File: config.mk
export PLATFORM = sky130hd
export DESIGN_NAME = axi_mgr_wr_flat
export DESIGN_NICKNAME = d
export VERILOG_FILES = /design/src/rtl/axi_mgr_wr_pkg.sv /design/src/rtl/axi_pkg.sv /design/src/rtl/axi_if.sv /design/src/rtl/axi_mgr_wr.sv /design/src/flat_wrapper.sv
export SDC_FILE = /design/constraint.sdc
export NUM_CORES = 1
export LEC_CHECK = 0
export CAP_MARGIN = 20
export CORE_MARGIN = 2
export CORE_UTILIZATION = 36
export CTS_CLUSTER_DIAMETER = 80
export DETAILED_ROUTE_END_ITERATION = 8
export GPL_TIMING_DRIVEN = 0
export PLACE_DENSITY = 0.79
export SKIP_LAST_GASP = 1
export SLEW_MARGIN = 0
export SYNTH_ARGS = -nofsm -noshare
export SYNTH_HDL_FRONTEND = slang
export SYNTH_SLANG_ARGS = --single-unit
File: constraint.sdc
create_clock -name clk -period 1.94 [get_ports clk]
set_clock_uncertainty 0.05 [all_clocks]
set_input_delay 0.582 -clock clk [delete_from_list [all_inputs] [get_ports clk]]
set_output_delay 0.582 -clock clk [all_outputs]
set_load 0.01 [all_outputs]
File: src/rtl/axi_mgr_wr_pkg.sv
// Local types and helpers for the AXI write manager.
package axi_mgr_wr_pkg;

  typedef enum logic [1:0] {
    IDLE = 2'd0,
    ADDR = 2'd1,
    DATA = 2'd2,
    RESP = 2'd3
  } mgr_state_e;

  // True when a burst starting at this page offset stays inside one 4KB page.
  function automatic logic burst_fits_page(input logic [11:0] offset,
                                           input logic [7:0]  len,
                                           input int          bc);
    return ((int'(offset) + (int'(len) + 1) * bc) <= 4096);
  endfunction

endpackage

File: src/rtl/axi_pkg.sv
// Shared AXI channel encodings and field widths used by the fabric-facing blocks.
package axi_pkg;

  localparam int AXI_LEN_W  = 8;
  localparam int AXI_SIZE_W = 3;
  localparam int AXI_RESP_W = 2;

  typedef enum logic [1:0] {
    AXI_BURST_FIXED = 2'b00,
    AXI_BURST_INCR  = 2'b01,
    AXI_BURST_WRAP  = 2'b10,
    AXI_BURST_RSVD  = 2'b11
  } axi_burst_e;

  typedef enum logic [AXI_RESP_W-1:0] {
    AXI_RESP_OKAY   = 2'b00,
    AXI_RESP_EXOKAY = 2'b01,
    AXI_RESP_SLVERR = 2'b10,
    AXI_RESP_DECERR = 2'b11
  } axi_resp_e;

endpackage

File: src/rtl/axi_if.sv
// AXI write-side channel bundle (AW/W/B) with the manager-side modport.
interface axi_if #(
  parameter int AW = 32,
  parameter int DW = 32,
  parameter int UW = 32,
  parameter int IW = 1
);
  localparam int BC = DW / 8;

  logic                               awvalid;
  logic                               awready;
  logic [AW-1:0]                      awaddr;
  logic [axi_pkg::AXI_LEN_W-1:0]      awlen;
  logic [axi_pkg::AXI_SIZE_W-1:0]     awsize;
  axi_pkg::axi_burst_e                awburst;
  logic [UW-1:0]                      awuser;
  logic [IW-1:0]                      awid;
  logic                               awlock;

  logic                               wvalid;
  logic                               wready;
  logic [DW-1:0]                      wdata;
  logic [BC-1:0]                      wstrb;
  logic                               wlast;

  logic                               bvalid;
  logic                               bready;
  axi_pkg::axi_resp_e                 bresp;
  logic [IW-1:0]                      bid;

  modport w_mgr (
    output awvalid, awaddr, awlen, awsize, awburst, awuser, awid, awlock,
    input  awready,
    output wvalid, wdata, wstrb, wlast,
    input  wready,
    input  bvalid, bresp, bid,
    output bready
  );

endinterface

File: src/rtl/axi_mgr_wr.sv
// AXI write manager: one outstanding INCR write burst, AW -> W -> B sequenced by a small FSM,
// with the B response handed back to the requesting component.
module axi_mgr_wr
  import axi_pkg::*;
  import axi_mgr_wr_pkg::*;
#(
  parameter  int AW = 32,
  parameter  int DW = 32,
  parameter  int UW = 32,
  parameter  int IW = 1,
  localparam int BC = DW / 8,
  localparam int BW = $clog2(BC)
) (
  input  logic          clk,
  input  logic          rst,
  axi_if.w_mgr          m_axi_if,
  input  logic          req_valid,
  output logic          req_ready,
  input  logic [AW-1:0] req_addr,
  input  logic [7:0]    req_len,
  input  logic [UW-1:0] req_user,
  input  logic [IW-1:0] req_id,
  input  logic          wr_valid,
  output logic          wr_ready,
  input  logic [DW-1:0] wr_data,
  input  logic [BC-1:0] wr_strb,
  output logic          rsp_valid,
  input  logic          rsp_ready,
  output axi_resp_e     rsp_resp,
  output logic [IW-1:0] rsp_id
);

  typedef struct packed {
    logic [AW-1:0] addr;
    logic [7:0]    len;
    logic [UW-1:0] user;
    logic [IW-1:0] id;
  } ctx_t;

  mgr_state_e state, state_nxt;
  ctx_t       ctx;
  logic [7:0] beat_cnt;
  logic       req_fire;
  logic       w_fire;
  logic       b_fire;

  assign req_fire = req_valid && req_ready;
  assign w_fire   = m_axi_if.wvalid && m_axi_if.wready;
  assign b_fire   = m_axi_if.bvalid && m_axi_if.bready;

  // AW fields come straight from the latched context, so they hold for the whole ADDR stall.
  assign m_axi_if.awaddr  = ctx.addr;
  assign m_axi_if.awlen   = ctx.len;
  assign m_axi_if.awsize  = AXI_SIZE_W'(BW);
  assign m_axi_if.awburst = AXI_BURST_INCR;
  assign m_axi_if.awuser  = ctx.user;
  assign m_axi_if.awid    = ctx.id;
  assign m_axi_if.awlock  = 1'b0;

  assign m_axi_if.wdata   = wr_data;
  assign m_axi_if.wstrb   = wr_strb;
  assign m_axi_if.wlast   = (beat_cnt == 8'd0);

  always_ff @(posedge clk) begin
    if (rst) state <= IDLE;
    else     state <= state_nxt;
  end

  always_comb begin
    state_nxt        = state;
    req_ready        = 1'b0;
    wr_ready         = 1'b0;
    m_axi_if.awvalid = 1'b0;
    m_axi_if.wvalid  = 1'b0;
    m_axi_if.bready  = 1'b0;
    case (state)
      IDLE: begin
        // The registered rsp_valid gates acceptance, giving one bubble after a consume.
        req_ready = !rsp_valid && !rst;
        if (req_valid && req_ready) state_nxt = ADDR;
      end
      ADDR: begin
        m_axi_if.awvalid = 1'b1;
        if (m_axi_if.awready) state_nxt = DATA;
      end
      DATA: begin
        m_axi_if.wvalid = wr_valid;
        wr_ready        = m_axi_if.wready;
        if (wr_valid && m_axi_if.wready && (beat_cnt == 8'd0)) state_nxt = RESP;
      end
      RESP: begin
        m_axi_if.bready = 1'b1;
        if (m_axi_if.bvalid) state_nxt = IDLE;
      end
      default: state_nxt = IDLE;
    endcase
  end

  always_ff @(posedge clk) begin
    if (rst) begin
      ctx      <= '0;
      beat_cnt <= '0;
    end else if (req_fire) begin
      ctx.addr <= req_addr;
      ctx.len  <= req_len;
      ctx.user <= req_user;
      ctx.id   <= req_id;
      beat_cnt <= req_len;
    end else if (w_fire && (beat_cnt != 8'd0)) begin
      beat_cnt <= beat_cnt - 8'd1;
    end
  end

  // Response is held for the component; IDLE refuses new work until it is consumed.
  always_ff @(posedge clk) begin
    if (rst) begin
      rsp_valid <= 1'b0;
      rsp_resp  <= AXI_RESP_OKAY;
      rsp_id    <= '0;
    end else if (b_fire) begin
      rsp_valid <= 1'b1;
      rsp_resp  <= m_axi_if.bresp;
      rsp_id    <= m_axi_if.bid;
    end else if (rsp_valid && rsp_ready) begin
      rsp_valid <= 1'b0;
    end
  end

  a_known_handshake: assert property (@(posedge clk) disable iff (rst)
    !$isunknown({req_valid, req_ready, wr_valid, wr_ready, rsp_valid, rsp_ready,
                 m_axi_if.awvalid, m_axi_if.awready, m_axi_if.wvalid, m_axi_if.wready,
                 m_axi_if.bvalid, m_axi_if.bready}));

  a_aw_stable: assert property (@(posedge clk) disable iff (rst)
    (m_axi_if.awvalid && !m_axi_if.awready) |=>
      (m_axi_if.awvalid &&
       $stable({m_axi_if.awaddr, m_axi_if.awlen, m_axi_if.awsize, m_axi_if.awburst,
                m_axi_if.awuser, m_axi_if.awid, m_axi_if.awlock})));

  a_w_stable: assert property (@(posedge clk) disable iff (rst)
    (m_axi_if.wvalid && !m_axi_if.wready) |=>
      (m_axi_if.wvalid && $stable({m_axi_if.wdata, m_axi_if.wstrb, m_axi_if.wlast})));

  a_req_aligned: assert property (@(posedge clk) disable iff (rst)
    req_valid |-> ((req_addr % BC) == 0));

  a_req_4k: assert property (@(posedge clk) disable iff (rst)
    req_valid |-> burst_fits_page(req_addr[11:0], req_len, BC));

  a_b_only_in_resp: assert property (@(posedge clk) disable iff (rst)
    b_fire |-> (state == RESP));

endmodule

File: src/flat_wrapper.sv
// flat-port wrapper written by rule: the top's interface ports become plain ports
module axi_mgr_wr_flat import axi_pkg::*; import axi_mgr_wr_pkg::*;
#(
  parameter  int AW = 32,
  parameter  int DW = 32,
  parameter  int UW = 32,
  parameter  int IW = 1,
  localparam int BC = DW / 8,
  localparam int BW = $clog2(BC)
)
  (clk, rst, req_valid, req_ready, req_addr, req_len, req_user, req_id, wr_valid, wr_ready, wr_data, wr_strb, rsp_valid, rsp_ready, rsp_resp, rsp_id, m_axi_if_awvalid, m_axi_if_awaddr, m_axi_if_awlen, m_axi_if_awsize, m_axi_if_awburst, m_axi_if_awuser, m_axi_if_awid, m_axi_if_awlock, m_axi_if_awready, m_axi_if_wvalid, m_axi_if_wdata, m_axi_if_wstrb, m_axi_if_wlast, m_axi_if_wready, m_axi_if_bvalid, m_axi_if_bresp, m_axi_if_bid, m_axi_if_bready);
  axi_if #(.AW(AW), .DW(DW), .UW(UW), .IW(IW)) m_axi_if_i ();
  input  logic clk;
  input  logic rst;
  input  logic req_valid;
  output logic req_ready;
  input  logic [AW-1:0] req_addr;
  input  logic [7:0] req_len;
  input  logic [UW-1:0] req_user;
  input  logic [IW-1:0] req_id;
  input  logic wr_valid;
  output logic wr_ready;
  input  logic [DW-1:0] wr_data;
  input  logic [BC-1:0] wr_strb;
  output logic rsp_valid;
  input  logic rsp_ready;
  output axi_resp_e rsp_resp;
  output logic [IW-1:0] rsp_id;
  output wire logic [$bits(m_axi_if_i.awvalid)-1:0] m_axi_if_awvalid;
  output wire logic [$bits(m_axi_if_i.awaddr)-1:0] m_axi_if_awaddr;
  output wire logic [$bits(m_axi_if_i.awlen)-1:0] m_axi_if_awlen;
  output wire logic [$bits(m_axi_if_i.awsize)-1:0] m_axi_if_awsize;
  output wire logic [$bits(m_axi_if_i.awburst)-1:0] m_axi_if_awburst;
  output wire logic [$bits(m_axi_if_i.awuser)-1:0] m_axi_if_awuser;
  output wire logic [$bits(m_axi_if_i.awid)-1:0] m_axi_if_awid;
  output wire logic [$bits(m_axi_if_i.awlock)-1:0] m_axi_if_awlock;
  input wire logic [$bits(m_axi_if_i.awready)-1:0] m_axi_if_awready;
  output wire logic [$bits(m_axi_if_i.wvalid)-1:0] m_axi_if_wvalid;
  output wire logic [$bits(m_axi_if_i.wdata)-1:0] m_axi_if_wdata;
  output wire logic [$bits(m_axi_if_i.wstrb)-1:0] m_axi_if_wstrb;
  output wire logic [$bits(m_axi_if_i.wlast)-1:0] m_axi_if_wlast;
  input wire logic [$bits(m_axi_if_i.wready)-1:0] m_axi_if_wready;
  input wire logic [$bits(m_axi_if_i.bvalid)-1:0] m_axi_if_bvalid;
  input wire logic [$bits(m_axi_if_i.bresp)-1:0] m_axi_if_bresp;
  input wire logic [$bits(m_axi_if_i.bid)-1:0] m_axi_if_bid;
  output wire logic [$bits(m_axi_if_i.bready)-1:0] m_axi_if_bready;
  assign m_axi_if_awvalid = m_axi_if_i.awvalid;
  assign m_axi_if_awaddr = m_axi_if_i.awaddr;
  assign m_axi_if_awlen = m_axi_if_i.awlen;
  assign m_axi_if_awsize = m_axi_if_i.awsize;
  assign m_axi_if_awburst = m_axi_if_i.awburst;
  assign m_axi_if_awuser = m_axi_if_i.awuser;
  assign m_axi_if_awid = m_axi_if_i.awid;
  assign m_axi_if_awlock = m_axi_if_i.awlock;
  assign m_axi_if_i.awready = m_axi_if_awready;
  assign m_axi_if_wvalid = m_axi_if_i.wvalid;
  assign m_axi_if_wdata = m_axi_if_i.wdata;
  assign m_axi_if_wstrb = m_axi_if_i.wstrb;
  assign m_axi_if_wlast = m_axi_if_i.wlast;
  assign m_axi_if_i.wready = m_axi_if_wready;
  assign m_axi_if_i.bvalid = m_axi_if_bvalid;
  assign m_axi_if_i.bresp = m_axi_if_bresp;
  assign m_axi_if_i.bid = m_axi_if_bid;
  assign m_axi_if_bready = m_axi_if_i.bready;
  axi_mgr_wr #(.AW(AW), .DW(DW), .UW(UW), .IW(IW)) u_core (.clk(clk), .rst(rst), .m_axi_if(m_axi_if_i), .req_valid(req_valid), .req_ready(req_ready), .req_addr(req_addr), .req_len(req_len), .req_user(req_user), .req_id(req_id), .wr_valid(wr_valid), .wr_ready(wr_ready), .wr_data(wr_data), .wr_strb(wr_strb), .rsp_valid(rsp_valid), .rsp_ready(rsp_ready), .rsp_resp(rsp_resp), .rsp_id(rsp_id));
endmodule
==> metrics.md, run 1 <==
| Metric | Value |
|---|---|
| Status | `finished with violations` |
| Failing checks | `negative setup slack` |
| Max incr delay on CP | `between 0.4 and 0.5 ns` |
| IO Count | `between 200 and 250` |
| Post-route ant nets | `0` |
| Die ar. | `11100 sq um` |
| Reg-to-reg critical path endpoint | `u_core.beat_cnt[7]$_SDFFE_PP0P_` |
| Routed vias | `3858` |
| Worst Hold Class | `flop to flop` |
| Layout Cells excl Fill | `approximately 830` |
| DR WL/cell | `13.9 microns` |
| Top_reg_cell synth | `dfxtp_1` |
| Core area | `about 10000 sq um` |
| Worst setup path endpoint | `m_axi_if_wlast` |
| Worst path depth | `5` |
| Residual DRC | `0` |
| Reg2reg setup slack | `approximately 0.040 ns` |
| Post-route worst setup slack | `-0.296 ns` |
| Mapped Area | `approximately 3700 sq um` |
| Post-synthesis cell count | `roughly 460` |
| CTS Buf Count | `9` |
| P_leak | `2.63 nW` |
| CTS Buffer Depth | `2` |
| Fmax | `447 MHz` |
| Critical Path Slowest Stage Cell | `or4b_4` |
| Maximum VDD drop | `0.535 mV` |
| Crit path cell chain | `inv_2 > ha_4 > or4b_4 > nor2_4 > buf_6` |
| Placed insts | `805` |
| Clock tree from TritonCTS | `built` |
| Total Routing Usage GR | `0.202` |
| DIE WIDTH | `105 microns` |
| Top cells by area, synth | `dfxtp_1 (47%), nand2_1 (16%), a21oi_1 (11%)` |
| Vias in the first global route | `approximately 3800` |
| Synth unique cells | `42` |
| Arr. time, crit path | `approximately 1.6 ns` |
| Final hold vios | `0` |
| Post-layout minimum cycle time | `2.24 ns` |
| Std-Cell Rows | `37` |
| Power per cell area | `a little under 900 nW/um^2` |
| Most frequent cell after synthesis | `nand2_1` |
| # hold bufs at CTS | `0` |
| Post-synth EDFFs | `0` |
| Largest net degree at the start of global routing | `20` |
| Max-Cap Viols | `0` |
| Final setup viols | `2` |
| RSZ-0062 raised after global routing | `true` |
| Worst skew pair latency | `0.35 ns` |
| I/O Buffers | `between 200 and 250` |
| Final Cycle Share | `1.15` |
| YS warnings | `0` |
| Top-area cell type share of the netlist area | `0.470` |
| First-pass GRT wire length | `18.1 mm` |
| Avg Synthesized Cell Area | `7.99 sq um` |
| Layout cell share with drive strength beyond 1 | `0.167` |
| CP required | `around 1.3 ns` |
| Routed vias/inst | `around 4.7` |
| Drt first pass iters | `4` |
| Root Buffer | `clkbuf_8` |
| CP Max Fanout | `2` |
| Die H | `105 microns` |
| Setup crit start | `u_core.beat_cnt[0]$_SDFFE_PP0P_` |
| WS Path Type | `flop to output port` |
| Layout Nets | `814` |
| Reg2Reg Depth | `8` |
| Clk slew on worst S/H paths | `0.09 ns` |
| R2R Path Start | `u_core.beat_cnt[0]$_SDFFE_PP0P_` |
| Crit end category | `output port` |
| Dpl hpwl | `approximately 8.7 mm` |
| GP Congestion | `0.861` |
| Top delay family on crit path | `simple AND/OR/NAND/NOR gates` |
| Gr ovfl total | `0` |
| H-Tree Level Count | `3` |
| Post-synthesis sequential area ratio | `0.470` |
| Area Growth Syn to Fin | `69.9%` |
| N_diodes | `0` |
| Starting DRC count in detailed routing | `roughly 160` |
| Place WS | `-0.548 ns` |
| CTS Sinks | `87` |
| Top cells by count, synth | `nand2_1 (154), dfxtp_1 (87), a21oi_1 (80), buf_4 (43), clkbuf_1 (22)` |
| Share of flip-flops with an asynchronous set or reset | `0` |
| Initial Utilization | `0.366` |
| Worst setup SP type | `flop` |
| Area leader, netlist | `dfxtp_1` |
| Register bit total from synthesis | `87` |
| Slew Viols, Final | `0` |
| Routed wire length | `roughly 12 mm` |
| Critical path buffers and inverters | `2` |
| Initial antenna violation count | `0` |
kinds of logic after synthesis:
family / Yosys count / share of synthesized area
flops: 87 / 0.470
mux: 2 / 0.00540
fa+ha+maj: 6 / 0.0202
buf+inv: 78 / 0.133
compound gates: 97 / 0.147
other cells: 2 / 0.00203
simple gates: 191 / 0.220
xor+xnor: 1 / 0.00236
metal layers:
| layer | GRT usage | vias to the layer above | wire, microns |
|---|---|---|---|
| li1 | - | 1927 | - |
| met1 | 0.233 | 1735 | 4640 |
| met2 | 0.358 | 181 | 5780 |
| met3 | 0.0656 | 15 | 947 |
| met4 | 0.0583 | 0 | 148 |
| met5 | 0 | - | 0 |
where the power goes:
part / total (W) / internal [W] / switching, W
Clock: 0.00114 / 0.000470 / 0.000670
Combinational: 0.00218 / 0.00116 / 0.00102
Sequential: 0.00217 / 0.00202 / 0.000148
Total: 0.00549 / 0.00365 / 0.00184
worst min-delay path by stage:
stage / cells past startpoint / from / endpoint
after floorplan: 2 / u_core.beat_cnt[1]$_SDFFE_PP0P_ / u_core.beat_cnt[1]$_SDFFE_PP0P_
after global placement: 2 / u_core.m_axi_if.awuser[8]$_SDFFE_PP0P_ / u_core.m_axi_if.awuser[8]$_SDFFE_PP0P_
after detailed placement: 2 / u_core.m_axi_if.awaddr[7]$_SDFFE_PP0P_ / u_core.m_axi_if.awaddr[7]$_SDFFE_PP0P_
after CTS: 2 / u_core.m_axi_if.awaddr[24]$_SDFFE_PP0P_ / u_core.m_axi_if.awaddr[24]$_SDFFE_PP0P_
after global routing: 2 / u_core.m_axi_if.awuser[11]$_SDFFE_PP0P_ / u_core.m_axi_if.awuser[11]$_SDFFE_PP0P_
final: 2 / u_core.rsp_resp[0]$_SDFFE_PP0P_ / u_core.rsp_resp[0]$_SDFFE_PP0P_
sequential cells by signal, summed over array words and instances (netlist names):
register,flops
u_core.state,2
u_core.rsp_id,1
u_core.rsp_valid,1
u_core.m_axi_if.awuser,32
u_core.m_axi_if.awlen,8
u_core.rsp_resp,2
u_core.m_axi_if.awaddr,32
u_core.beat_cnt,8
u_core.m_axi_if.awid,1
through the flow:
stage	total power (W)	utilization	TNS, ns	cell area, sq um	hold WS, ns
5_1_grt	0.00582	0.622	-0.588	6300	0.428
2_1_floorplan	0.00320	-	0	3720	0.404
3_5_place_dp	0.00412	0.583	-29.19	5910	0.396
6_report	0.00549	0.622	-0.335	6300	0.407
4_1_cts	0.00547	0.613	-0.682	6220	0.408
3_3_place_gp	0.00405	0.583	-27.10	5910	0.391
placed cells by master (no fill, tap or decap), drive strengths merged, types with 2 or more instances in the layout:
| master | synthesis | routed |
|---|---|---|
| nand2 | 154 | 154 |
| or3 | 2 | 2 |
| nand3 | 7 | 7 |
| ha | 6 | 6 |
| nor2 | 8 | 8 |
| mux2i | 2 | 2 |
| conb | 2 | 6 |
| nand4 | 2 | 2 |
| a211oi | 3 | 3 |
| dfxtp | 87 | 87 |
| dlygate4sd2 | 0 | 3 |
| clkdlybuf4s50 | 0 | 177 |
| clkinv | 0 | 2 |
| a22o | 4 | 4 |
| or4b | 2 | 2 |
| nand2b | 2 | 2 |
| dlymetal6s2s | 0 | 15 |
| nand3b | 2 | 2 |
| and2 | 2 | 2 |
| or4 | 2 | 2 |
| buf | 49 | 64 |
| clkinvlp | 0 | 3 |
| inv | 7 | 8 |
| o211ai | 2 | 2 |
| clkbuf | 22 | 31 |
| a21oi | 81 | 81 |
tightest hold or removal path, delay by kind of cell, from the launching register on:
| kind | cells | cell delay, ns |
|---|---|---|
| DFF | 1 | 0.32 |
| and+or+nand+nor | 1 | 0.05 |
| AOI/OAI and AO/OA | 1 | 0.05 |
final cells by class:
type                       instances  area, sq um
clock buffer                      10          128
clock inverter                     6         45.0
multi-input combinational        303         1570
tap                              136          170
timing repair buffer             211         2110
fill                             866         3840
sequential                        87         1750
buffer                            69          489
inverter                           7         31.3
what timing repair did:
item,CTS,global route
setup buffers,7,4
pin swaps,5,3
endpoints found under the setup margin,49,85
gates resized for setup,60,37
gates cloned,0,0
Note: power is estimated with default switching activity, not from simulation.
==> inputs of run 2 (changes only) <==
ABC_CLOCK_PERIOD_IN_PS = 1940   (was unset)
CORE_UTILIZATION = 30   (was 36)
PLACE_DENSITY = 0.67   (was 0.79)
==> run 2 against run 1 <==
The run still ends with negative setup slack left; maximum frequency is 2.7% higher; critical path type unchanged; worst hold slack worse by 0.0047 ns; critical path depth stayed put; highest routed layer unchanged; total power is 11% higher; die area is 19% higher.
==> metrics.md, run 2 (same netlist as run 1, synthesis figures left out) <==
| Metric | Value |
|---|---|
| Residual DRC | `0` |
| Total Routing Usage GR | `0.166` |
| Final hold vios | `0` |
| Final Cycle Share | `1.12` |
| N_diodes | `0` |
| Final setup viols | `3` |
| CP Max Fanout | `2` |
| Final TNS setup | `-0.344 ns` |
| Layout Cells excl Fill | `~860` |
| Post-layout minimum cycle time | `approximately 2.2 ns` |
| Worst Hold Class | `flop to flop` |
| Worst path depth | `5` |
| Power per cell area | `between 900 and 1000 nW/um^2` |
| IO Count | `about 250` |
| Clk slew on worst S/H paths | `roughly 0.06 ns` |
| Worst setup SP type | `flop` |
| H-Tree Level Count | `3` |
| Die ar. | `between 10000 and 15000 sq um` |
| Worst skew pair latency | `roughly 0.33 ns` |
| Drt first pass iters | `4` |
| Clock tree from TritonCTS | `built` |
| Starting DRC count in detailed routing | `145` |
| First-pass GRT wire length | `roughly 18 mm` |
| Most frequent cells in the layout | `clkdlybuf4s50_1 (191), nand2_1 (154), dfxtp_1 (82)` |
| GR Util met1 | `0.188` |
| Place WS | `-0.562 ns` |
| RSZ-0062 raised after global routing | `true` |
| Crit path cell chain | `inv_2 > ha_4 > or4b_4 > nor2_4 > buf_6` |
| Vias in the first global route | `3729` |
| Reg2Reg Depth | `8` |
| Maximum VDD drop | `roughly 0.57 mV` |
| Status | `finished with violations` |
| Failing checks | `negative setup slack` |
| Die H | `115 microns` |
| Slew Viols, Final | `0` |
| Met3 usage in global routing | `0.0601` |
| DR WL/cell | `13.0 microns` |
| Initial Utilization | `0.307` |
| DIE WIDTH | `115 microns` |
| P_leak | `between 2 and 2.5 nW` |
| Crit end category | `output port` |
| CP required | `approximately 1.3 ns` |
| WHS Path Cells | `2` |
| Core area | `12100 sq um` |
| I/O Buffers | `201` |
| Dpl hpwl | `approximately 8.6 mm` |
| Gr busiest metal | `met2` |
| Routed wire length | `11.2 mm` |
| Top delay family on crit path | `simple AND/OR/NAND/NOR gates` |
| Layout Nets | `a little over 800` |
| CTS Sinks | `87` |
| Std-Cell Rows | `40` |
| Max-Cap Viols | `0` |
| Routed vias/inst | `around 4.4` |
| Placed insts | `between 800 and 900` |
| Gr ovfl total | `0` |
| WS Path Type | `flop to output port` |
| Initial antenna violation count | `0` |
| Routed vias | `approximately 3800` |
| Post-route worst setup slack | `-0.238 ns` |
| Root Buffer | `clkbuf_16` |
| Max incr delay on CP | `0.47 ns` |
| Critical path buffers and inverters | `2` |
| Fmax | `between 400 and 500 MHz` |
| Layout cell share with drive strength beyond 1 | `0.174` |
| Area Growth Syn to Fin | `74.4%` |
| GP Congestion | `about 0.84` |
| CTS Buf Count | `9` |
| Arr. time, crit path | `1.55 ns` |
| Most common cell after layout, fill and taps aside | `clkdlybuf4s50_1` |
| CTS Buffer Depth | `2` |
| Largest net degree at the start of global routing | `16` |
| GR met2 Demand/Resource | `0.298` |
| Post-route ant nets | `0` |
| Critical Path Slowest Stage Cell | `or4b_4` |
==> run 2: area by class of cell <==
cell class	instances	area, sq um
Clock inverter	7	72.6
Clock buffer	9	225
Tap cell	168	210
Sequential cell	87	1750
Buffer	71	504
Timing Repair Buffer	210	2080
Multi-Input combinational cell	303	1590
Inverter	7	31.3
Fill cell	1124	5590
==> run 2: worst register-to-register path: cells and delay by family, from the launching register on <==
family,cells,cell delay (ns)
and+or+nand+nor,3,0.72
DFF,1,0.36
buffers and inverters,3,0.33
AOI/OAI and AO/OA,1,0.28
adders and majority gates,1,0.15
==> run 2: worst paths after layout <==
check	slack [ns]	end	from
setup / recovery	-0.24	m_axi_if_wlast	u_core.beat_cnt[1]$_SDFFE_PP0P_
hold / removal	0.40	u_core.m_axi_if.awuser[31]$_SDFFE_PP0P_	u_core.m_axi_if.awuser[31]$_SDFFE_PP0P_
hold reg to reg	0.40	u_core.m_axi_if.awuser[31]$_SDFFE_PP0P_	u_core.m_axi_if.awuser[31]$_SDFFE_PP0P_
setup reg to reg	-0.03	u_core.beat_cnt[7]$_SDFFE_PP0P_	u_core.state[0]$_SDFFE_PP0P_
==> run 2: report_power, final <==
| group | internal (W) | total, W | switching [W] |
|---|---|---|---|
| registers | 0.00202 | 0.00218 | 0.000160 |
| clock network | 0.00100 | 0.00172 | 0.000717 |
| logic | 0.00121 | 0.00222 | 0.00101 |
| total | 0.00423 | 0.00613 | 0.00189 |
==> run 2: what timing repair did <==
action,4_1_cts,5_1_grt
endpoints found under the setup margin,73,58
pin swaps,4,4
resized for setup,57,31
hold buffers,0,0
buffers inserted,6,3
==> run 2: metal layers <==
layer	share of wire	wire, microns	up-vias
met1	0.41	4570	1715
met2	0.49	5550	161
met3	0.090	1010	10
li1	-	-	1929
met4	0.0082	92	0
met5	0	0	-
==> run 2: per-stage QoR <==
| step | hold WS (ns) | util | total power (W) | instance area [sq um] |
|---|---|---|---|---|
| floorplan | 0.404 | - | 0.00320 | 3720 |
| global placement | 0.391 | 0.493 | 0.00408 | 5950 |
| detailed placement | 0.396 | 0.493 | 0.00413 | 5950 |
| CTS | 0.404 | 0.529 | 0.00606 | 6380 |
| global route | 0.425 | 0.536 | 0.00650 | 6470 |
| finish | 0.402 | 0.536 | 0.00613 | 6470 |
==> inputs of run 3 (changes only) <==
PLACE_DENSITY = 0.69   (was 0.67)
SLEW_MARGIN = 10   (was 0)
==> run 3 against run 2 <==
The run still ends with negative setup slack left; non-clock buffer count decreased by 4; die area unchanged; wire length decreased by 1.2%; cell area decreased by 0.48%; register-to-register slack improved by 0.03 ns; clock power increased by 15%; via count decreased by 0.29%; worst hold slack about the same; sequential power about the same; critical endpoint unchanged; highest routed layer unchanged.
==> metrics.md, run 3 (same netlist as run 1, synthesis figures left out) <==
| Metric | Value |
|---|---|
| I/O Buffers | `between 200 and 250` |
| Crit path cell chain | `inv_2 > ha_4 > or4b_4 > nor2_4 > buf_6` |
| Worst setup SP type | `flop` |
| Initial antenna violation count | `0` |
| Final setup viols | `2` |
| Post-route ant nets | `0` |
| Gr ovfl total | `0` |
| Crit end category | `output port` |
| CP required | `approximately 1.3 ns` |
| Psw | `roughly 0.0018 W` |
| Vias in the first global route | `between 3000 and 4000` |
| First-pass GRT wire length | `17.0 mm` |
| Worst skew pair latency | `0.33 ns` |
| Clock tree from TritonCTS | `built` |
| Area Growth Syn to Fin | `73.6%` |
| Fmax | `around 450 MHz` |
| Slew Viols, Final | `0` |
| Die ar. | `13300 sq um` |
| Largest net degree at the start of global routing | `20` |
| # hold bufs at CTS | `0` |
| Root Buffer | `clkbuf_16` |
| Worst-margin pin slew | `0.578 ns` |
| Total Routing Usage GR | `0.161` |
| Layout Nets | `around 800` |
| Status | `finished with violations` |
| Critical path buffers and inverters | `2` |
| IO Count | `~250` |
| DIE WIDTH | `about 120 microns` |
| Power share of the clock group | `0.318` |
| Most frequent cells in the layout | `clkdlybuf4s50_1 (192), nand2_1 (154), dfxtp_1 (82)` |
| Post-route worst setup slack | `-0.266 ns` |
| CTS Sinks | `87` |
| Die H | `between 100 and 150 microns` |
| Core area | `12100 sq um` |
| Routed wire length | `~11 mm` |
| Combinational power share | `0.333` |
| Part of the power in registers | `0.349` |
| Hold Slack | `between 0.4 and 0.5 ns` |
| DR WL/cell | `around 13 microns` |
| Final core occ | `0.534` |
| Starting DRC count in detailed routing | `172` |
| RSZ-0062 raised after global routing | `true` |
| Power per cell area | `about 970 nW/um^2` |
| Std-Cell Rows | `40` |
| Residual DRC | `0` |
| Arr. time, crit path | `between 1.5 and 2 ns` |
| WS Path Type | `flop to output port` |
| Failing checks | `negative setup slack` |
| Final Cycle Share | `1.14` |
| H-Tree Level Count | `3` |
| GP Congestion | `0.775` |
| Max-Cap Viols | `0` |
| Sw Ratio | `0.294` |
| Routed vias | `3804` |
| Max incr delay on CP | `0.50 ns` |
| Place WS | `-0.577 ns` |
| Final hold vios | `0` |
| Layout cell share with drive strength beyond 1 | `0.159` |
| Post-layout minimum cycle time | `roughly 2.2 ns` |
| CP Max Fanout | `3` |
| Initial Utilization | `0.307` |
| Critical Path Slowest Stage Cell | `or4b_4` |
| Slew HR | `0.609` |
| Most common cell after layout, fill and taps aside | `clkdlybuf4s50_1` |
| Drt first pass iters | `4` |
| Clk slew on worst S/H paths | `0.06 ns` |
| CTS Buffer Depth | `2` |
| P_leak | `2.47 nW` |
| Worst Hold Class | `flop to flop` |
| Routed vias/inst | `~4.4` |
| N_diodes | `0` |
| CTS Buf Count | `9` |
| Pint | `around 0.0044 W` |
| Maximum VDD drop | `~0.55 mV` |
| Top delay family on crit path | `simple AND/OR/NAND/NOR gates` |
| Fillers | `around 1100` |
| Dpl hpwl | `around 8.6 mm` |
==> run 3: worst min-delay path, delay by kind of cell (launching register included) <==
kind / cells / cell delay [ns]
simple gates: 1 / 0.05
flops: 1 / 0.31
compound gates: 1 / 0.05
==> run 3: power groups by stage <==
| stage | Sequential (W) | Combinational [W] | Clock (W) |
|---|---|---|---|
| CTS | 0.00217 | 0.00204 | 0.00203 |
| detailed placement | 0.00220 | 0.00192 | 0 |
| global placement | 0.00218 | 0.00189 | 0 |
| global route | 0.00220 | 0.00227 | 0.00211 |
| floorplan | 0.00225 | 0.000949 | 0 |
| finish | 0.00217 | 0.00207 | 0.00198 |
==> run 3: layout make-up <==
class / count / area, sq um / share of cell area
well taps: 168 / 210 / 0.0327
multi-input cells: 303 / 1550 / 0.241
inverters: 7 / 28.8 / 0.00447
flip-flops and latches: 87 / 1750 / 0.272
clock buffers: 9 / 225 / 0.0350
plain buffers: 70 / 504 / 0.0783
repair buffers: 207 / 2050 / 0.318
clock inverters: 7 / 120 / 0.0187
==> run 3: through the flow <==
| stage | total power (W) | instances | TNS, ns | area, sq um |
|---|---|---|---|---|
| after floorplan | 0.00320 | 468 | 0 | 3720 |
| after global placement | 0.00407 | 837 | -28.59 | 5950 |
| after detailed placement | 0.00412 | 837 | -30.96 | 5950 |
| after CTS | 0.00625 | 856 | -0.315 | 6400 |
| after global routing | 0.00658 | 858 | -0.761 | 6440 |
| final | 0.00622 | 858 | -0.288 | 6440 |
==> run 3: worst paths after layout <==
path	start	endpoint	slack, ns	cells after the start
setup / recovery	u_core.beat_cnt[1]$_SDFFE_PP0P_	m_axi_if_wlast	-0.27	5
hold / removal	u_core.m_axi_if.awaddr[27]$_SDFFE_PP0P_	u_core.m_axi_if.awaddr[27]$_SDFFE_PP0P_	0.40	2
setup reg to reg	u_core.beat_cnt[1]$_SDFFE_PP0P_	u_core.state[1]$_SDFFE_PP0P_	0	6
hold reg to reg	u_core.m_axi_if.awaddr[27]$_SDFFE_PP0P_	u_core.m_axi_if.awaddr[27]$_SDFFE_PP0P_	0.40	2
==> run 3: metal layers <==
layer | wire length [microns] | track usage
met3 | 974 | 0.0580
met2 | 5500 | 0.290
met1 | 4540 | 0.181
met4 | 65 | 0.0361
met5 | 0 | 0
==> run 3: repair_timing <==
| action | 4_1_cts | 5_1_grt |
|---|---|---|
| resized for setup | 51 | 25 |
| endpoints found under the setup margin | 70 | 70 |
| endpoints found under the hold margin | 0 | 0 |
| setup buffers | 4 | 2 |
| pin swaps | 2 | 1 |
